### src/rtl/demux_dest_fifo_pkg.sv
// Shared encodings for the destination demux.
// Contents: global state encodings, destination field width, and the
// RUN/ERR overflow FSM state type.
package demux_dest_fifo_pkg;

  localparam logic [3:0] ST_INIT   = 4'b0001;
  localparam logic [3:0] ST_ACTIVE = 4'b0010;
  localparam int         DEST_W    = 2;
  localparam int         NUM_LANES = 4;

  typedef enum logic {
    FSM_RUN = 1'b0,
    FSM_ERR = 1'b1
  } fsm_e;

endpackage

### src/rtl/demux_dest_fifo_fifo_sync.sv
// Single-clock FIFO for one destination lane.
// Ports:
//   clk, reset      clock and async active-high reset
//   flush           synchronous clear of pointers and count
//   push, pop       qualified write/read strobes (the caller gates them)
//   din             write word
//   dout            head word (combinational from storage)
//   count           occupancy, 0..DEPTH
//   full, empty     occupancy flags
module fifo_sync #(
  parameter int DATA_W = 10,
  parameter int DEPTH  = 4,
  localparam int AW    = $clog2(DEPTH),
  localparam int CW    = AW + 1
) (
  input  logic              clk,
  input  logic              reset,
  input  logic              flush,
  input  logic              push,
  input  logic              pop,
  input  logic [DATA_W-1:0] din,
  output logic [DATA_W-1:0] dout,
  output logic [CW-1:0]     count,
  output logic              full,
  output logic              empty
);

  logic [DATA_W-1:0] mem [DEPTH];
  logic [AW-1:0]     wptr, rptr;

  // Pointers wrap naturally since DEPTH is a power of 2.
  always_ff @(posedge clk or posedge reset) begin
    if (reset) begin
      wptr  <= '0;
      rptr  <= '0;
      count <= '0;
    end else if (flush) begin
      wptr  <= '0;
      rptr  <= '0;
      count <= '0;
    end else begin
      if (push) wptr <= wptr + 1'b1;
      if (pop)  rptr <= rptr + 1'b1;
      count <= count + CW'(push) - CW'(pop);
    end
  end

  // Storage needs no reset; count guards every read.
  always_ff @(posedge clk) begin
    if (push && !flush) mem[wptr] <= din;
  end

  assign dout  = mem[rptr];
  assign full  = (count == CW'(DEPTH));
  assign empty = (count == '0);

endmodule

### src/rtl/demux_dest_fifo.sv
// Destination demux: routes each incoming word by its top DEST_W bits into
// one of four FIFOs, serves per-lane pops with a registered head word, and
// flags overflow as a sticky error.
// Ports:
//   clk, reset            clock, async active-high reset
//   state                 one-hot global state (INIT / ACTIVE / other = HOLD)
//   valid_in, data_in     incoming word from the mux
//   pop                   per-lane read request
//   data_out0..3          registered head word per lane
//   valid_out             per-lane 1-cycle pulse qualifying data_outN
//   empty, full           per-lane occupancy flags
//   almost_full/empty     per-lane threshold flags
//   pause_out             backpressure to the mux (any lane almost full)
//   error_out             sticky overflow flag
//   drop_cnt              discarded-push counter
// Build option: DEMUX_DROP_CNT_EN enables the saturating drop counter;
// without it drop_cnt is tied to zero.
module demux_dest_fifo
  import demux_dest_fifo_pkg::*;
#(
  parameter int DATA_W     = 10,
  parameter int FIFO_DEPTH = 4,
  parameter int AF_THRESH  = 3,
  parameter int AE_THRESH  = 1
) (
  input  logic              clk,
  input  logic              reset,
  input  logic [3:0]        state,
  input  logic              valid_in,
  input  logic [DATA_W-1:0] data_in,
  input  logic [3:0]        pop,
  output logic [DATA_W-1:0] data_out0,
  output logic [DATA_W-1:0] data_out1,
  output logic [DATA_W-1:0] data_out2,
  output logic [DATA_W-1:0] data_out3,
  output logic [3:0]        valid_out,
  output logic [3:0]        empty,
  output logic [3:0]        full,
  output logic [3:0]        almost_full,
  output logic [3:0]        almost_empty,
  output logic              pause_out,
  output logic              error_out,
  output logic [7:0]        drop_cnt
);

  localparam int CW = $clog2(FIFO_DEPTH) + 1;

  logic [NUM_LANES-1:0][DATA_W-1:0] head, dout_q;
  logic [NUM_LANES-1:0][CW-1:0]     count;
  logic [NUM_LANES-1:0]             push_ok, pop_ok;
  logic [DEST_W-1:0]                dest;
  logic                             active, init, push_req, overflow, drop_ev;
  fsm_e                             fsm_q, fsm_d;

  assign active   = (state == ST_ACTIVE);
  assign init     = (state == ST_INIT);
  assign dest     = data_in[DATA_W-1 -: DEST_W];
  assign push_req = active & valid_in;

  // A same-cycle pop frees a slot, so a push to a full lane is only an
  // overflow when that lane is not also popping.
  assign overflow = push_req & (fsm_q == FSM_RUN) & full[dest] & ~pop[dest];
  assign drop_ev  = push_req & ((fsm_q == FSM_ERR) | overflow);

  always_comb begin
    push_ok = '0;
    if (push_req && fsm_q == FSM_RUN && !overflow) push_ok[dest] = 1'b1;
  end

  // Pops on empty lanes are dropped here, so push+pop on an empty lane
  // takes the push only (no bypass).
  assign pop_ok = {NUM_LANES{active}} & pop & ~empty;

  for (genvar i = 0; i < NUM_LANES; i++) begin : g_lane
    fifo_sync #(.DATA_W(DATA_W), .DEPTH(FIFO_DEPTH)) u_fifo (
      .clk   (clk),
      .reset (reset),
      .flush (init),
      .push  (push_ok[i]),
      .pop   (pop_ok[i]),
      .din   (data_in),
      .dout  (head[i]),
      .count (count[i]),
      .full  (full[i]),
      .empty (empty[i])
    );

    assign almost_full[i]  = (count[i] >= CW'(AF_THRESH));
    assign almost_empty[i] = (count[i] <= CW'(AE_THRESH));

    always_ff @(posedge clk or posedge reset) begin
      if (reset)          dout_q[i] <= '0;
      else if (pop_ok[i]) dout_q[i] <= head[i];
    end
  end

  always_ff @(posedge clk or posedge reset) begin
    if (reset) valid_out <= '0;
    else       valid_out <= pop_ok;
  end

  assign data_out0 = dout_q[0];
  assign data_out1 = dout_q[1];
  assign data_out2 = dout_q[2];
  assign data_out3 = dout_q[3];
  assign pause_out = |almost_full;

  // Overflow FSM
  always_ff @(posedge clk or posedge reset) begin
    if (reset) fsm_q <= FSM_RUN;
    else       fsm_q <= fsm_d;
  end

  always_comb begin
    fsm_d = fsm_q;
    case (fsm_q)
      FSM_RUN: if (overflow) fsm_d = FSM_ERR;
      FSM_ERR: fsm_d = FSM_ERR;
      default: fsm_d = FSM_RUN;
    endcase
    if (init) fsm_d = FSM_RUN;
  end

  assign error_out = (fsm_q == FSM_ERR);

`ifdef DEMUX_DROP_CNT_EN
  logic [7:0] drop_q;
  always_ff @(posedge clk or posedge reset) begin
    if (reset)                         drop_q <= '0;
    else if (init)                     drop_q <= '0;
    else if (drop_ev && drop_q != '1)  drop_q <= drop_q + 8'd1;
  end
  assign drop_cnt = drop_q;
`else
  logic unused_drop;
  assign unused_drop = drop_ev;
  assign drop_cnt    = 8'h00;
`endif

endmodule
### config.mk
export PLATFORM = sky130hd
export DESIGN_NAME = demux_dest_fifo
export DESIGN_NICKNAME = d
export VERILOG_FILES = /design/src/rtl/demux_dest_fifo_pkg.sv /design/src/rtl/demux_dest_fifo_fifo_sync.sv /design/src/rtl/demux_dest_fifo.sv
export SDC_FILE = /design/constraint.sdc
export NUM_CORES = 1
export LEC_CHECK = 0
export ABC_AREA = 1
export ABC_CLOCK_PERIOD_IN_PS = 2000
export CAP_MARGIN = 40
export CORE_MARGIN = 10
export CORE_UTILIZATION = 52
export DETAILED_ROUTE_END_ITERATION = 16
export MAX_ROUTING_LAYER = met4
export PLACE_DENSITY = 0.76
export REMOVE_ABC_BUFFERS = 1
export SLEW_MARGIN = 10
export SYNTH_ARGS = -nofsm -noshare
export SYNTH_HDL_FRONTEND = slang
export SYNTH_SLANG_ARGS = --single-unit
### constraint.sdc
create_clock -name clk -period 2 [get_ports clk]
set_input_delay 0.2 -clock clk [delete_from_list [all_inputs] [get_ports clk]]
set_output_delay 0.2 -clock clk [all_outputs]
set_load 0.005 [all_outputs]
# Word level (Yosys, flattened, before mapping)
# Memory sizes are Yosys's and may differ from the RTL's. A register that Yosys moved wholly into a read port is not among the register bits.
# Index checks and enable logic that the tools add are counted.
# classes
bitwise	9
reduce_logical	22
eq_ne	6
n_addsub	16
order_cmp	10
muxes	38
# ops
cell	count
2-to-1 mux 2 bit	16
adder 2 x 1 -> 2 bit (second input constant)	8
nonzero test 2 bit	8
2-to-1 mux 1 bit	13
adder 3 x 1 -> 3 bit	4
== test 3 bit (second input constant)	4
>= comparator 3 x 2 -> 1 bit (second input constant)	4
<= comparator 3 x 1 -> 1 bit (second input constant)	4
logical NOT 3 bit	4
2-to-1 mux 3 bit	4
subtractor 3 x 1 -> 3 bit	4
bitwise AND 4 bit	2
logical AND 1 bit	7
bitwise AND 1 bit	4
binary-select mux 1 bit (select 2 bit)	2
== test 4 x 1 -> 1 bit (second input constant)	1
== test 4 x 2 -> 1 bit (second input constant)	1
2-to-1 mux 4 bit	1
NOT 4 bit	1
OR reduction 4 bit	1
less-than comparator 2 x 3 -> 1 bit (second input constant)	1
demux 1 bit (select 2 bit)	1
>= comparator 2 x 1 -> 1 bit (second input constant)	1
logical NOT 1 bit	2
2 further kinds	3
# totals
n_memories	4
input_bits	21
ram_bits	160
ff_bits	33
# mem_list
name	depth	width	rd	rd_clocked_by_memory_dff	write_ports	line	rtl
g_lane[0].u_fifo.mem	4	10	1	1	1	demux_dest_fifo_fifo_sync.sv:28	logic [DATA_W-1:0] mem [DEPTH];
g_lane[1].u_fifo.mem	4	10	1	1	1	demux_dest_fifo_fifo_sync.sv:28	
g_lane[2].u_fifo.mem	4	10	1	1	1	demux_dest_fifo_fifo_sync.sv:28	
g_lane[3].u_fifo.mem	4	10	1	1	1	demux_dest_fifo_fifo_sync.sv:28	

# Longest topological paths before layout
# Gate-level depths: netlist (run 1).
# depth
ltp_word	11
mapped_depth	15
depth_no_buf	14

# By module
# A second synthesis (run 1) with hierarchy kept.
# hier_totals
hier_cells	931
hier_area_um2	10296.1
# by_module_without_submodules
mod	area_per_inst_um2	cells_each	instances	seq_area_each_um2
fifo_sync	2072.0	170	4	1376.3
demux_dest_fifo	2008.2	251	1	1126.1

# Least setup slack after synthesis (run 1)
# Ideal clock, no wire load.
# synth_timing
path_kind	flip-flop to flip-flop
startpoint	register g_lane[3].u_fifo.count[1]
endpoint	register g_lane[3].u_fifo.count[2]
setup_ps	128
period_less_slack_ps	2124
stages_incl_launch_ff	13
n_path_buf	1
path_slack_ps	-124
required_ps	1872
arrival_time_ps	1995
path_cell_list	dfrtp_1 > inv_1 > nand2_1 > nor2_1 > nor2_2 > buf_2 > ha_1 > inv_1 > ha_1 > inv_1 > fa_1 > xnor2_1 > nor2_1
# synth_lines
item	line	rtl
start, declared	demux_dest_fifo_fifo_sync.sv:23	output logic [CW-1:0] count,
start signal, assigned	demux_dest_fifo_fifo_sync.sv:44	count <= count + CW'(push) - CW'(pop);
logical NOT 3 bit	demux_dest_fifo_fifo_sync.sv:55	assign empty = (count == '0);
net g_lane[3].u_fifo.empty	demux_dest_fifo_fifo_sync.sv:25	output logic empty
NOT 4 bit	demux_dest_fifo.sv:72	assign pop_ok = {NUM_LANES{active}} & pop & ~empty;
bitwise AND 4 bit	demux_dest_fifo.sv:72	
net g_lane[3].u_fifo.pop	demux_dest_fifo_fifo_sync.sv:20	input logic pop,
subtractor 3 x 1 -> 3 bit	demux_dest_fifo_fifo_sync.sv:44	
2-to-1 mux 3 bit	demux_dest_fifo_fifo_sync.sv:37	end else if (flush) begin
# The timed path passes the listed nets, and every way through them passes these cells. The select of a mux whose other input is x is not followed.
# A chain may end at the register's enable or synchronous reset.

# Worst setup path after layout (run 1)
# layout_timing
startpoint	register g_lane[0].u_fifo.count[0]
endpoint	register g_lane[1].u_fifo.count[1]
# layout_via
elab_chain_cells	11
# layout_lines
item	line	rtl
start, declared	demux_dest_fifo_fifo_sync.sv:23	
start signal, assigned	demux_dest_fifo_fifo_sync.sv:44	
== test 3 bit	demux_dest_fifo_fifo_sync.sv:54	assign full = (count == CW'(DEPTH));
binary-select mux 1 bit (select 2 bit)	demux_dest_fifo.sv:62	assign overflow = push_req & (fsm_q == FSM_RUN) & full[dest] & ~pop[dest];
2-to-1 mux 1 bit (not written as such)	demux_dest_fifo.sv:62	
bitwise AND 1 bit (2 in a row)	demux_dest_fifo.sv:62	
logical NOT 1 bit	demux_dest_fifo.sv:67	if (push_req && fsm_q == FSM_RUN && !overflow) push_ok[dest] = 1'b1;
logical AND 1 bit	demux_dest_fifo.sv:67	
2-to-1 mux 4 bit	demux_dest_fifo.sv:67	
adder 3 x 1 -> 3 bit	demux_dest_fifo_fifo_sync.sv:44	
subtractor 3 x 1 -> 3 bit	demux_dest_fifo_fifo_sync.sv:44	
2-to-1 mux 3 bit	demux_dest_fifo_fifo_sync.sv:37	
end signal, assigned	demux_dest_fifo_fifo_sync.sv:44	
end, declared	demux_dest_fifo_fifo_sync.sv:23	
# No other way between the ends. The select of a mux whose other input is x is not followed.

==> metrics.csv, run 1 <==
metric;value;unit
status;finished, violations left;
violations;negative setup slack;
cp_max_fo;6;
period_share;1.02;
tightest_slew;731;ps
ant_nets;0;
instances_no_fill;1274;
rr_endpoint;g_lane[1].u_fifo.count[1];
initialDrtViolationCount;279;
max_freq;0.490;GHz
cts_max_level;1;
ys_seq_area_frac;0.673;
slowest_stage;fa_2;
avgViaCountPerCell;5.29;
synth_top_family_by_area;simple AND/OR/NAND/NOR gates;
avgSynthCellArea;11.3;um2
dp_cells;1213;
clk_latency;500;ps
post_drt_wl_per_cell;17.0;um
antennaDiodeCount;0;
initial_core_util;0.527;
dpl.hpwl;14200;um
first_pass_iters;5;
slowest_delay;440;ps
ys_warn_count;0;
synth_xor_area_frac;0.00355;
worst_setup_path_start_kind;register;
port_buffers;82;
grt_max_degree;27;
antenna_found_initial;0;
crit_path_end_kind;register;
ios;91;
p_leak;5.00;nW
die_y;158;um
core;18700;um2
cap_viol_max_count;0;
cts_hold_buf;0;
cts_inserted_buffers;22;
drive_gt1_frac;0.197;
postLayoutCellArea;12300;um2
ff2ff_path_depth;12;
ys_ff_latch;233;
clk_pin_slew_worst_paths;60;ps
cts_buffer_depth;3;
relSlewSlack;0.511;
crit_chain;nor2_1 > nand2_1 > nand2_1 > nand3_2 > nor2_4 > nand2_4 > nand3_2 > inv_2 > ha_1 > inv_1 > fa_2 > nor2_2;
clock_skew;8.39;ps
wl;21700;um
grt_overflow;0;
synth_area;9860;um2
peakVddDrop;835;uV
setup_viol;1;
detailedPlace.worstSlack;-390;ps
dieArea;24900;um2
synth_compound_area_frac;0.0765;
gp_congestion;0.862;
synth_simple_gate_area_frac;0.137;
layout.nets;1084;
syn_to_final_growth;24.9;%
netlist_instances;869;
cts-root-buf;clkbuf_16;
grt_pass1_wl;33900;um
worstHoldPathType;in2async;
cts_tree;done;
muxShareOfSynthArea;0;
core.rowCount;50;
die_width;158;um
slew_viol_final;0;
reg2reg_from;g_lane[0].u_fifo.count[0];
placed_cell_area;11300;um2
cp.arrival;2470;ps
rsz0062_at_grt;true;
dr_total_vias;6740;
layout_setup_ws;-40.1;ps
cellPowerDensity;1220;nW/um2
synthAdderAreaFrac;0.0526;
post_synth_num_cell_types;29;
cts_sinks;233;
required;2430;ps
first_global_vias;6778;
finalHoldViolations;0;
period_needed;2040;ps
crit_type;reg2reg;
r2r_setup_slack;-40;ps
post-route-drc-count;0;
holdWs;78.1;ps
grt_use_total;0.177;
-- cell usage after synthesis --
cell type / number / area share
edfxtp_1: 160 / 0.49
ha_1: 35 / 0.044
inv_1: 69 / 0.026
buf_4: 17 / 0.013
nor3_1: 2 / 0.0010
nor2_2: 7 / 0.0044
fa_1: 4 / 0.0081
nor3_2: 1 / 0.0010
nand3_4: 1 / 0.0018
nor2_1: 240 / 0.091
nor4_4: 1 / 0.0022
o22ai_1: 3 / 0.0019
xnor2_1: 4 / 0.0036
nand3_1: 10 / 0.0051
nand3_2: 5 / 0.0051
o21ai_0: 90 / 0.046
buf_1: 3 / 0.0011
dfrtp_1: 73 / 0.19
a21oi_1: 7 / 0.0036
nand2_1: 46 / 0.018
nor2_4: 1 / 0.0011
buf_6: 1 / 0.0011
clkbuf_1: 23 / 0.0088
nand4_1: 8 / 0.0051
nand2_4: 1 / 0.0011
inv_2: 8 / 0.0030
conb_1: 1 / 0.00038
buf_2: 8 / 0.0041
a31oi_1: 40 / 0.025
-- stage by stage --
stage               setup TNS [ps]  power (mW)   util
floorplan                   -28240        8.20      -
global placement            -18230        10.6  0.604
detailed placement          -29430        10.7  0.604
CTS                           -102        14.8  0.645
global route                  -694        16.0  0.658
finish                       -40.1        15.1  0.658
-- placed cells by master, fill, tap and decap left out, drive strengths merged --
| master | n |
|---|---|
| o21ai | 90 |
| a21oi | 7 |
| dfrtp | 73 |
| ha | 35 |
| fa | 4 |
| buf | 97 |
| nor3 | 3 |
| edfxtp | 160 |
| clkbuf | 31 |
| nand3 | 16 |
| nor2 | 248 |
| dlygate4sd2 | 7 |
| a31oi | 40 |
| clkdlybuf4s50 | 67 |
| clkinv | 9 |
| conb | 8 |
| dlymetal6s2s | 3 |
| xnor2 | 4 |
| nand4 | 8 |
| nand2 | 47 |
| nor4 | 1 |
| clkinvlp | 3 |
| o22ai | 3 |
| inv | 76 |
-- timing repair --
item                       in CTS  in global routing
pin swaps                       7                 24
setup buffers                   6                 15
setup endpoints to repair      18                 16
hold endpoints to repair        0                  0
gates resized for setup        28                 53
-- report_power, final --
part           internal (mW)  switching, mW  total [mW]
registers               5.77          0.546        6.31
clock network           2.22           1.72        3.94
logic                   2.57           2.25        4.82
-- per-layer routing --
metal	global-route usage	share of wire
met1	0.214	0.40
met2	0.300	0.51
met3	0.0236	0.065
met4	0.0619	0.027
met5	-	0
-- final cells by class --
type | instances | area [um2]
clock buffer | 29 | 628
clock inverter | 11 | 66.3
fill | 1318 | 6390
inverter | 77 | 290
multi-input combinational | 514 | 2850
sequential | 233 | 6640
tap | 234 | 293
timing repair buffer | 176 | 1550
-- worst max path at each step --
stage | cells past startpoint | slack (ps) | start | to
after floorplan | 11 | -390 | g_lane[1].u_fifo.count[1] | g_lane[1].u_fifo.count[2]
after global placement | 12 | -360 | state[1] | g_lane[2].u_fifo.count[2]
after detailed placement | 12 | -390 | state[1] | g_lane[2].u_fifo.count[2]
after CTS | 7 | -100 | g_lane[2].u_fifo.count[1] | pause_out
after global routing | 12 | -130 | g_lane[0].u_fifo.count[1] | g_lane[1].u_fifo.count[1]
final | 12 | -40 | g_lane[0].u_fifo.count[0] | g_lane[1].u_fifo.count[1]
-- registers in the layout, indices dropped and copies added, names as in the netlist --
signal and flops:
data_out0 10, data_out1 10, data_out2 10, data_out3 10
error_out 1, g_lane.u_fifo.count 12, g_lane.u_fifo.mem 160, g_lane.u_fifo.rptr 8
g_lane.u_fifo.wptr 8, valid_out 4
-- critical path, delay by kind of cell, from the launching register on --
family	cells	cell delay, ps
and+or+nand+nor	8	810
adders and majority gates	2	630
DFF	1	430
buffers and inverters	2	110
-- kinds of logic after synthesis --
group	Yosys count
adder cells (fa/ha/maj)	39
AO/OA/AOI/OAI	140
flip-flops	233
buffers and inverters	129
AND/OR/NAND/NOR	323
other	1
XOR/XNOR	4
Power figures use the tool's default switching activity.
==> run 2: changes to the inputs <==
Settings changed: ABC_CLOCK_PERIOD_IN_PS 2000 to 1800.
Clock period 2 ns to 1.8 ns, I/O delays scaled along.
==> run 2 against run 1 <==
  * Design area up 6.5%
  * Clock-buffer cell count up 3
  * First-iteration DRC count up 49%
  * Power up 19%
  * Largest cell class unchanged
  * Maximum frequency up 1.1%
  * Cell count up 3.3%
  * The flow still finishes with violations (negative setup slack)
  * Wire length up 9.8%
==> metrics.csv, run 2 (synthesis results as in run 1) <==
metric;value;unit;change
p_leak;5.22;nW;+4.5%
setup_viol;15;;+14
cellPowerDensity;1370;nW/um2;+12%
crit_family;adder cells;;
cap_viol_max_count;0;;unchanged
ant_nets;0;;unchanged
peakVddDrop;953;uV;+14%
cts-root-buf;clkbuf_16;;
finalHoldViolations;0;;unchanged
ios;91;;unchanged
cts_tree;done;;
antenna_found_initial;0;;unchanged
first_pass_iters;7;;+2
wl;23800;um;+9.8%
crit_buf_inv;3;;+1
p_sw_frac;0.306;;+0.00654
layout_setup_ws;-218;ps;-178 ps
period_needed;2020;ps;-22.0 ps
slowest_stage;fa_2;;
instances_no_fill;1316;;+3.3%
power.share.clock;0.252;;-0.009
syn_to_final_growth;33.0;%;
internal-power;12.4;mW;+18%
core.rowCount;50;;unchanged
final_cell_mix;nor2_1 (216), edfxtp_1 (160), o21ai_0 (86), buf_4 (82), dfrtp_1 (68);;
dp_cells;1238;;+2.1%
required;2180;ps;-250 ps
die_y;158;um;unchanged
holdWs;470;ps;+392 ps
pwr-share-seq;0.389;;-0.030
period_share;1.12;;+0.101
clk_pin_slew_worst_paths;60;ps;about the same
cts_max_level;1;;unchanged
core;18700;um2;unchanged
violations;negative setup slack;;
cts_buffer_depth;3;;unchanged
grt_overflow;0;;unchanged
reg.largest.list;g_lane.u_fifo.mem (160), g_lane.u_fifo.count (12);;
status;finished, violations left;;
port_buffers;82;;unchanged
fin_util;0.701;;+0.0428
worst_setup_path_start_kind;register;;
post-route-drc-count;0;;unchanged
post_drt_wl_per_cell;18.1;um;+6.3%
drive_gt1_frac;0.274;;+0.0774
detailedPlace.worstSlack;-621;ps;-231 ps
cts_sinks;233;;unchanged
die_width;158;um;unchanged
grt_max_degree;25;;-7.4%
max_freq;0.496;GHz;+1.1%
tightest_slew;709;ps;-22.3 ps
worstHoldPathType;in2reg;;
initial_core_util;0.527;;unchanged
clk_latency;500;ps;about the same
clock_skew;11.0;ps;+2.59 ps
slew_viol_final;0;;unchanged
crit_chain;inv_2 > nand2_4 > nor2_4 > nor2_2 > ha_1 > inv_1 > ha_2 > inv_2 > fa_2 > nor2_1;;
cp.arrival;2400;ps;-70 ps
dr_total_vias;7026;;+4.2%
avgViaCountPerCell;5.34;;+0.92%
cts_inserted_buffers;22;;unchanged
gp_congestion;0.850;;-1.5%
initialDrtViolationCount;416;;+49%
slowest_delay;520;ps;+80 ps
pwr-share-comb;0.359;;+0.039
relSlewSlack;0.526;;+0.0149
dieArea;24900;um2;unchanged
grt_use_total;0.182;;+0.00522
cp_common_cell;inv_2;;
crit_path_end_kind;register;;
switching_power;5.48;mW;+21%
largest_reg_flops;160;;unchanged
crit_type;reg2reg;;
final_common_cell;nor2_1;;
rsz0062_at_grt;true;;
layout.nets;1126;;+3.9%
cp_max_fo;4;;-2
largest-register;g_lane.u_fifo.mem;;
dpl.hpwl;14400;um;+1.5%
antennaDiodeCount;0;;unchanged
first_global_vias;6773;;-0.074%
grt_pass1_wl;34800;um;+2.8%
[run 2: worst register-to-register path: stages (launching register included)]
cell     delay (ps)
dfrtp_2         450
inv_2           100
nand2_4          60
nor2_4          130
nor2_2           60
ha_1            260
inv_1            60
ha_2            170
inv_2            40
fa_2            520
nor2_1           50
[run 2: repair_timing]
action | 4_1_cts | 5_1_grt
hold buffers | 1 | 0
hold endpoints to repair | 7 | 0
setup buffers | 21 | 14
gates cloned | 1 | 10
setup endpoints to repair | 173 | 184
resized for setup | 113 | 156
pin swaps | 22 | 34
[run 2: final timing paths]
check	from	endpoint	slack (ps)	depth (start not counted)
setup / recovery	g_lane[0].u_fifo.count[1]	g_lane[0].u_fifo.count[1]	-220	10
min in group asynchronous	reset	data_out0[0]	500	3
hold reg to reg	data_out0[4]	data_out0[4]	550	2
hold / removal	data_in[2]	g_lane[0].u_fifo.mem[3][2]	470	2
max in group asynchronous	reset	valid_out[1]	770	4
setup reg to reg	g_lane[0].u_fifo.count[1]	g_lane[0].u_fifo.count[1]	-220	10
[run 2: routing by layer]
metal / routed length [um] / track usage / vias up
met5: 0 / - / -
met4: 527 / 0.0552 / 0
met3: 1630 / 0.0250 / 51
met2: 12500 / 0.316 / 275
met1: 9160 / 0.218 / 3402
li1: - / - / 3298
[run 2: cell type report]
| type | instances | area (um2) |
|---|---|---|
| flip-flops and latches | 233 | 6640 |
| fillers | 1210 | 5590 |
| multi-input cells | 514 | 3170 |
| repair buffers | 218 | 2010 |
| clock buffers | 32 | 639 |
| inverters | 77 | 300 |
| well taps | 234 | 293 |
| clock inverters | 8 | 71.3 |
[run 2: power groups by stage]
stage	clock network (mW)	registers [mW]	logic [mW]
floorplan	0	7.09	2.03
global placement	0	7.00	5.06
detailed placement	0	7.02	5.22
CTS	4.54	6.94	5.73
global route	4.79	7.05	7.01
finish	4.52	6.97	6.42
[run 2: metrics by stage]
| step | total power, mW | setup TNS (ps) | instance area [um2] |
|---|---|---|---|
| after floorplan | 9.11 | -75520 | 9610 |
| after global placement | 12.1 | -49320 | 11500 |
| after detailed placement | 12.2 | -60760 | 11500 |
| after CTS | 17.2 | -1620 | 12500 |
| after global routing | 18.9 | -7280 | 13100 |
| final | 17.9 | -2170 | 13100 |
==> run 3: changes to the inputs <==
Settings changed: CTS_BUF_LIST set to sky130_fd_sc_hd__clkbuf_16.
==> run 3 against run 2 <==
  * First-iteration DRC count fell by 6.3%
  * Highest routed layer unchanged
  * Clock skew rose by 6.6 ps
  * Sequential share of layout area rose by 0.12 points
  * The run still ends with negative setup slack left
  * Clock-buffer cell count fell by 9
==> metrics.csv, run 3 (synthesis results as in run 1) <==
metric;value;unit;change
period_needed;2020;ps;+4.01 ps
p_leak;5.23;nW;+0.16%
setup_tns;-2110;ps;+56.0 ps
drive_gt1_frac;0.272;;-0.00277
antenna_found_initial;0;;unchanged
cts_buffer_depth;3;;unchanged
initial_core_util;0.527;;unchanged
max_freq;0.495;GHz;-0.20%
crit_family;adder cells;;
cts_inserted_buffers;22;;unchanged
crit_path_end_kind;register;;
ios;91;;unchanged
syn_to_final_growth;32.7;%;
slowest_delay;450;ps;-70 ps
layout.nets;1126;;unchanged
fin_util;0.699;;-0.00160
slowest_stage;dfrtp_2;;
rr_endpoint;g_lane[0].u_fifo.count[2];;
grt_overflow;0;;unchanged
period_share;1.12;;+0.00223
required;2220;ps;+40 ps
post_drt_wl_per_cell;18.0;um;-0.31%
r2r_setup_slack;-220;ps;about the same
reg.largest.list;g_lane.u_fifo.mem (160), g_lane.u_fifo.count (12);;
startpoint;g_lane[0].u_fifo.count[1];;
cts-root-buf;clkbuf_16;;
first_pass_iters;5;;-2
die_y;158;um;unchanged
cts_sinks;233;;unchanged
setup_viol;15;;unchanged
clk_pin_slew_worst_paths;60;ps;about the same
min_from;data_in[2];;
relSlewSlack;0.537;;+0.0110
port_buffers;82;;unchanged
cellPowerDensity;1350;nW/um2;-0.90%
antennaDiodeCount;0;;unchanged
cts_tree;done;;
gp_congestion;0.850;;unchanged
dpl.hpwl;14400;um;unchanged
crit_chain;inv_2 > nand2_4 > nor2_4 > nor2_2 > ha_1 > inv_1 > ha_2 > inv_2 > fa_2 > xnor2_2 > nor2_1;;
clock_skew;17.5;ps;+6.56 ps
final_common_cell;nor2_1;;
largest_reg_flops;160;;unchanged
crit_buf_inv;3;;unchanged
cp.arrival;2440;ps;+40 ps
worst_setup_path_start_kind;register;;
cp_common_cell;inv_2;;
largest-register;g_lane.u_fifo.mem;;
peakVddDrop;957;uV;+0.35%
worstHoldPathType;in2reg;;
crit_type;reg2reg;;
ff2ff_path_depth;11;;+1
layout_setup_ws;-222;ps;-4.01 ps
slew_viol_final;0;;unchanged
tightest_slew;692;ps;-16.4 ps
cp_max_fo;4;;unchanged
reg2reg_from;g_lane[0].u_fifo.count[1];;
core.rowCount;50;;unchanged
cap_viol_max_count;0;;unchanged
final_cell_mix;nor2_1 (216), edfxtp_1 (160), o21ai_0 (86), buf_4 (82), dfrtp_1 (68);;
holdPathEnd;g_lane[2].u_fifo.mem[1][2];;
core;18700;um2;unchanged
violations;negative setup slack;;
clk_latency;500;ps;about the same
die_width;158;um;unchanged
dr_total_vias;6990;;-0.51%
first_global_vias;6769;;-0.059%
finalHoldViolations;0;;unchanged
status;finished, violations left;;
dieArea;24900;um2;unchanged
cts_max_level;1;;unchanged
grt_use_total;0.181;;-0.000856
post-route-drc-count;0;;unchanged
ant_nets;0;;unchanged
rsz0062_at_grt;true;;
initialDrtViolationCount;390;;-6.3%
avgViaCountPerCell;5.31;;-0.51%
grt_max_degree;25;;unchanged
grt_pass1_wl;34600;um;-0.50%
wl;23700;um;-0.31%
whs_path_depth;2;;unchanged
==> run 3: cell types whose count changed in the layout (fill, tap and decap cells not counted), sizes merged <==
| cell | delta |
|---|---|
| clkinv | +3 |
| clkbuf | -9 |
| inv | +6 |
==> run 3: layout make-up <==
type	instances	area [um2]
flip-flops and latches	233	6640
fillers	1209	5620
multi-input cells	514	3170
repair buffers	218	2010
clock buffers	23	576
inverters	77	300
well taps	234	293
clock inverters	17	105
==> run 3: worst register-to-register path: stages (launching register included) <==
cell	delay, ps
dfrtp_2	450
inv_2	100
nand2_4	60
nor2_4	130
nor2_2	60
ha_1	270
inv_1	60
ha_2	170
inv_2	40
fa_2	340
xnor2_2	140
nor2_1	120
==> run 3: metrics by stage <==
stage / setup WS [ps] / cell area, um2 / instances / hold WS [ps] / power, mW
floorplan: -592 / 9610 / 824 / 279 / 9.11
global placement: -541 / 11500 / 1238 / 455 / 12.1
detailed placement: -621 / 11500 / 1238 / 450 / 12.2
CTS: -206 / 12500 / 1297 / 453 / 17.0
global route: -298 / 13100 / 1316 / 466 / 18.7
finish: -222 / 13100 / 1316 / 463 / 17.7
==> run 3: power by group <==
part	leakage, nW	switching, mW	internal (mW)
sequential	2.33	0.561	6.41
clock	0.358	1.88	2.46
combinational	2.54	3.00	3.40
total	5.23	5.44	12.3
==> run 3: worst max path at each step <==
stage / depth (start not counted) / endpoint / slack, ps
3_3_place_gp: 12 / g_lane[2].u_fifo.count[2] / -540
2_1_floorplan: 11 / g_lane[1].u_fifo.count[2] / -590
6_report: 11 / g_lane[0].u_fifo.count[2] / -220
4_1_cts: 12 / g_lane[2].u_fifo.count[1] / -210
5_1_grt: 11 / g_lane[0].u_fifo.count[2] / -300
3_5_place_dp: 12 / g_lane[2].u_fifo.count[2] / -620
==> run 3: repair_timing <==
| item | 4_1_cts | 5_1_grt |
|---|---|---|
| endpoints found under the hold margin | 7 | 0 |
| pin swaps | 22 | 33 |
| gates cloned | 1 | 10 |
| hold buffers | 1 | 0 |
| resized for setup | 113 | 156 |
| setup endpoints to repair | 173 | 183 |
| setup buffers | 21 | 14 |
==> run 3: layer usage <==
| metal | wire [um] | GRT usage | up-vias |
|---|---|---|---|
| met2 | 12400 | 0.314 | 250 |
| met3 | 1560 | 0.0236 | 42 |
| met5 | 0 | - | - |
| li1 | - | - | 3300 |
| met4 | 548 | 0.0583 | 0 |
| met1 | 9190 | 0.216 | 3398 |
